### config.mk
export PLATFORM = sky130hd
export DESIGN_NAME = add_result_buffer
export DESIGN_NICKNAME = d
export VERILOG_FILES = /design/src/rtl/add_result_pkg.sv /design/src/rtl/add_result_mem.sv /design/src/rtl/add_result_buffer.sv
export SDC_FILE = /design/constraint.sdc
export NUM_CORES = 1
export LEC_CHECK = 0
export CORE_AREA = 2 2 151 153
export CTS_BUF_LIST = sky130_fd_sc_hd__clkbuf_4
export DETAILED_ROUTE_END_ITERATION = 12
export DIE_AREA = 0 0 153 155
export GPL_ROUTABILITY_DRIVEN = 0
export PLACE_DENSITY_LB_ADDON = 0.25
export SLEW_MARGIN = 20
export SYNTH_ARGS = -nofsm -noshare
export SYNTH_HDL_FRONTEND = slang
export SYNTH_SLANG_ARGS = --single-unit
### constraint.sdc
create_clock -name clk -period 2.09 [get_ports clk]
set_input_delay 0.3135 -clock clk [delete_from_list [all_inputs] [get_ports clk]]
set_output_delay 0.3135 -clock clk [all_outputs]
set_load 0.1 [all_outputs]
### src/rtl/add_result_pkg.sv
// Shared widths, defaults and helpers for the adder result buffer.
package add_result_pkg;

  localparam int unsigned N_DEF         = 32;
  localparam int unsigned DEPTH_DEF     = 4;
  localparam int unsigned CARRY_CNT_W   = 16;
  localparam logic [CARRY_CNT_W-1:0] CARRY_CNT_MAX = 16'hFFFF;

  // Pointer width; a depth of 1 would still need a 1-bit address.
  function automatic int unsigned ptr_w(input int unsigned depth);
    return (depth < 2) ? 1 : int'($clog2(depth));
  endfunction

  // Occupancy counter spans 0..depth inclusive.
  function automatic int unsigned cnt_w(input int unsigned depth);
    return int'($clog2(depth)) + 1;
  endfunction

endpackage

### src/rtl/add_result_mem.sv
// DEPTH x W register file: synchronous write, asynchronous read, reset to zero.
module add_result_mem #(
  parameter int unsigned W     = 33,
  parameter int unsigned DEPTH = 4,
  parameter int unsigned AW    = 2
) (
  input  logic          clk,
  input  logic          rst_n,
  input  logic          we_i,
  input  logic [AW-1:0] waddr_i,
  input  logic [W-1:0]  wdata_i,
  input  logic [AW-1:0] raddr_i,
  output logic [W-1:0]  rdata_o
);

  logic [W-1:0] mem_q [DEPTH];

  always_ff @(posedge clk or negedge rst_n) begin
    if (!rst_n) begin
      for (int i = 0; i < int'(DEPTH); i++) mem_q[i] <= '0;
    end else if (we_i) begin
      mem_q[waddr_i] <= wdata_i;
    end
  end

  assign rdata_o = mem_q[raddr_i];

endmodule

### src/rtl/add_result_buffer.sv
// Elastic FIFO stage after the ripple-carry adder with a saturating carry-out counter.
// Optional same-cycle bypass when empty: define ADD_RESULT_BUFFER_BYPASS_EN.
module add_result_buffer
  import add_result_pkg::*;
#(
  parameter int unsigned N     = N_DEF,
  parameter int unsigned DEPTH = DEPTH_DEF
) (
  input  logic                   clk,
  input  logic                   rst_n,
  input  logic                   in_valid,
  output logic                   in_ready,
  input  logic [N-1:0]           in_sum,
  input  logic                   in_carry,
  output logic                   out_valid,
  input  logic                   out_ready,
  output logic [N:0]             out_result,
  output logic [$clog2(DEPTH):0] count,
  output logic [CARRY_CNT_W-1:0] carry_events
);

  localparam int unsigned AW = ptr_w(DEPTH);
  localparam int unsigned CW = cnt_w(DEPTH);
  localparam int unsigned W  = N + 1;

  logic [AW-1:0]          wr_ptr_q, wr_ptr_d;
  logic [AW-1:0]          rd_ptr_q, rd_ptr_d;
  logic [CW-1:0]          count_q, count_d;
  logic [CARRY_CNT_W-1:0] carry_q, carry_d;

  logic         mem_valid;
  logic         bypass;
  logic         accept;
  logic         wr_en;
  logic         rd_en;
  logic [W-1:0] rdata;

  assign in_ready  = (count_q != CW'(DEPTH));
  assign mem_valid = (count_q != '0);

`ifdef ADD_RESULT_BUFFER_BYPASS_EN
  // Empty buffer with a waiting consumer hands the adder result straight through.
  assign bypass     = !mem_valid && in_valid && out_ready;
  assign out_valid  = mem_valid || bypass;
  assign out_result = bypass ? {in_carry, in_sum} : rdata;
`else
  assign bypass     = 1'b0;
  assign out_valid  = mem_valid;
  assign out_result = rdata;
`endif

  assign accept = in_valid && in_ready;
  assign wr_en  = accept && !bypass;
  assign rd_en  = mem_valid && out_ready;

  add_result_mem #(
    .W     (W),
    .DEPTH (DEPTH),
    .AW    (AW)
  ) u_mem (
    .clk     (clk),
    .rst_n   (rst_n),
    .we_i    (wr_en),
    .waddr_i (wr_ptr_q),
    .wdata_i ({in_carry, in_sum}),
    .raddr_i (rd_ptr_q),
    .rdata_o (rdata)
  );

  // Next-state: pointers wrap naturally since DEPTH is a power of two.
  always_comb begin
    wr_ptr_d = wr_ptr_q;
    rd_ptr_d = rd_ptr_q;
    count_d  = count_q;
    carry_d  = carry_q;
    if (wr_en) wr_ptr_d = wr_ptr_q + AW'(1);
    if (rd_en) rd_ptr_d = rd_ptr_q + AW'(1);
    case ({wr_en, rd_en})
      2'b10:   count_d = count_q + CW'(1);
      2'b01:   count_d = count_q - CW'(1);
      default: count_d = count_q;
    endcase
    if (accept && in_carry && (carry_q != CARRY_CNT_MAX)) carry_d = carry_q + CARRY_CNT_W'(1);
  end

  always_ff @(posedge clk or negedge rst_n) begin
    if (!rst_n) begin
      wr_ptr_q <= '0;
      rd_ptr_q <= '0;
      count_q  <= '0;
      carry_q  <= '0;
    end else begin
      wr_ptr_q <= wr_ptr_d;
      rd_ptr_q <= rd_ptr_d;
      count_q  <= count_d;
      carry_q  <= carry_d;
    end
  end

  assign count        = count_q;
  assign carry_events = carry_q;

endmodule

==> impl_metrics.env <==
export IMPL_die_w_um=153
export IMPL_finalCriticalPeriod_ns=2.35
export IMPL_avgSynthCellArea_um2=17.6
export IMPL_slew_headroom_pct=64.4
export IMPL_synth_ff_type="dfrtp_1"
export IMPL_slew_violations=0
export IMPL_ff_latch_area_mm2=0.00389
export IMPL_viasPerCell=4.82
export IMPL_clk_path_buf_depth=2
export IMPL_critical_path_required_ns=1.78
export IMPL_regToRegSetupSlack_ns=0.13
export IMPL_violations="negative setup slack"
export IMPL_synth_area_leaders="dfrtp_1 51%, mux2_4 24%, mux4_2 9.8%"
export IMPL_row_count=55
export IMPL_setup_ws_ns=-0.255
export IMPL_grt_usage_pct=14.5
export IMPL_synthTopCellsByCount="155 x dfrtp_1, 120 x mux2_4, 33 x mux4_2"
export IMPL_synthToLayoutAreaGrowth_pct=26.8
export IMPL_hp_class="in -> async"
export IMPL_htree_levels=4
export IMPL_maxCapViolations=0
export IMPL_multi_input_area_mm2=0.00337
export IMPL_yosysWarnings=0
export IMPL_path_max_fanout=7
export IMPL_final_hold_violation_count=0
export IMPL_cts_buffers_inserted=17
export IMPL_num_vias=4070
export IMPL_fin_crit_sh_pct=112
export IMPL_die_area_mm2=0.0237
export IMPL_hpwl_um=9980
export IMPL_synth_edf_count=0
export IMPL_antenna_found_initial=1
export IMPL_ys_ff_latch=155
export IMPL_synth_top_cell_area_share_pct=51.3
export IMPL_synthCells=430
export IMPL_cts_root_buf="clkbuf_4"
export IMPL_critical_path_cell_chain="buf_12 -> buf_16 -> mux4_2 -> buf_12"
export IMPL_ys_types=29
export IMPL_final_nets=588
export IMPL_num_fill_cells=1995
export IMPL_yosysMostFrequentCell="dfrtp_1"
export IMPL_wl_per_cell_um=19.0
export IMPL_finalWirelength_um=16000
export IMPL_max_stage_delay_ns=0.57
export IMPL_grt_overflow_total=0
export IMPL_drt_iter0_drc=90
export IMPL_dr_pass1_iters=4
export IMPL_worstSetupStartpointType="flop"
export IMPL_worst_path_buf_inv=3
export IMPL_grt_pass1_wl_um=26600
export IMPL_yosysTopAreaCell="dfrtp_1"
export IMPL_synth_async_sr_flop_share_pct=100
export IMPL_clk_latency_ns=0.57
export IMPL_netlist_area_mm2=0.00756
export IMPL_fmax_mhz=426
export IMPL_cp_end_kind="primary output"
export IMPL_clkSinkCount=155
export IMPL_r2r_cells=6
export IMPL_ios=91
export IMPL_worstMarginPinSlew_ns=0.533
export IMPL_finClkSkew_ns=0.0329
export IMPL_critPathTopFamily="multiplexers"
export IMPL_synth_seq_area_share_pct=51.3
export IMPL_status="complete, but fails checks"
export IMPL_drcViolationCount=0
export IMPL_grt_max_degree=54
export IMPL_postRouteAntennaNets=0
export IMPL_cts_tree="built"
export IMPL_drive_above_1_share_pct=53.7
export IMPL_cp_common_cell="buf_12"
export IMPL_crit_slowest_cell="mux4_2"
export IMPL_finalSetupViolations=33
export IMPL_r2r_end="count[1]"
export IMPL_grt_pass1_vias=4576
export IMPL_dieHeight_um=155
export IMPL_r2r_start="count[2]"
export IMPL_core_mm2=0.0222
export IMPL_syn_nets=474
export IMPL_rsz0062_at_grt="yes"
export IMPL_initial_core_util_pct=34.0
export IMPL_setup_worst_path_class="reg -> out"
export IMPL_post_route_util_pct=43.2
export IMPL_io_buffers=90
export IMPL_clk_pin_slew_ns=0.16
export IMPL_cp_arrival_ns=2.03
-- routing by layer --
layer / global-route usage (%) / vias to the layer above / wire length [µm]
li1: - / 1803 / -
met1: 20.2 / 2169 / 7670
met2: 22.6 / 82 / 7550
met3: 3.40 / 16 / 569
met4: 4.89 / 0 / 212
met5: 0 / - / 0
-- cell families after synthesis --
logic type	Yosys count	synth area share, %
muxes	168	35.8
DFF	155	51.3
and+or+nand+nor	48	4.80
buffers and inverters	31	4.45
xor gates and xnor gates	20	2.32
adders and majority gates	7	1.26
AOI/OAI and AO/OA	1	0.0661
-- through the flow --
stage	instances	area [µm²]	worst slack, ns	TNS (ns)	hold slack [ns]
5_1_grt	844	9590	-0.373	-11.48	0.237
4_1_cts	840	9570	-0.337	-10.29	0.220
3_3_place_gp	802	9130	0.0887	0	0.308
3_5_place_dp	802	9130	0.0352	0	0.324
6_report	844	9590	-0.255	-7.29	0.250
2_1_floorplan	430	7600	-0.155	-0.293	0.0179
-- registers in the layout (all words and copies together), names as in the netlist --
signal	flops
count	3
carry_events	16
wr_ptr_q	2
rd_ptr_q	2
u_mem.mem_q	132
-- layout make-up --
| cell class | count | area share [%] |
|---|---|---|
| diodes | 2 | 0.0522 |
| well taps | 285 | 3.72 |
| multi-input cells | 244 | 35.1 |
| clock inverters | 12 | 1.46 |
| flip-flops and latches | 155 | 40.6 |
| clock buffers | 20 | 1.56 |
| repair buffers | 118 | 17.2 |
| inverters | 8 | 0.313 |
-- worst max path at each step --
stage                           start             end  depth (start not counted)  slack (ns)
after floorplan              count[2]        count[2]                          8       -0.16
after global placement       in_valid        count[2]                          9        0.09
after detailed placement     in_valid        count[2]                          9        0.04
after CTS                 rd_ptr_q[0]  out_result[31]                          4       -0.34
after global routing      rd_ptr_q[0]  out_result[31]                          4       -0.37
final                     rd_ptr_q[0]  out_result[31]                          4       -0.26
-- repair_timing --
action / CTS / global route
setup buffers: 2 / 2
endpoints found under the setup margin: 34 / 35
gates cloned: 3 / 0
gates resized for setup: 7 / 2
pin swaps: 0 / 5
endpoints found under the hold margin: 48 / 0
hold buffers: 1 / 0
-- cells in the final DEF, fill, tap and decap left out, drive strengths merged, types with 6 or more instances in the layout --
cell / n
mux2: 133
inv: 12
mux4: 33
xnor2: 16
clkdlybuf4s50: 35
dfrtp: 155
nand4: 8
clkbuf: 20
nand3: 7
nand2: 10
ha: 6
buf: 82
Power is left out: the tool's default activity adds up to more than one toggle a clock period on the data nets, which glitch-free logic cannot reach.
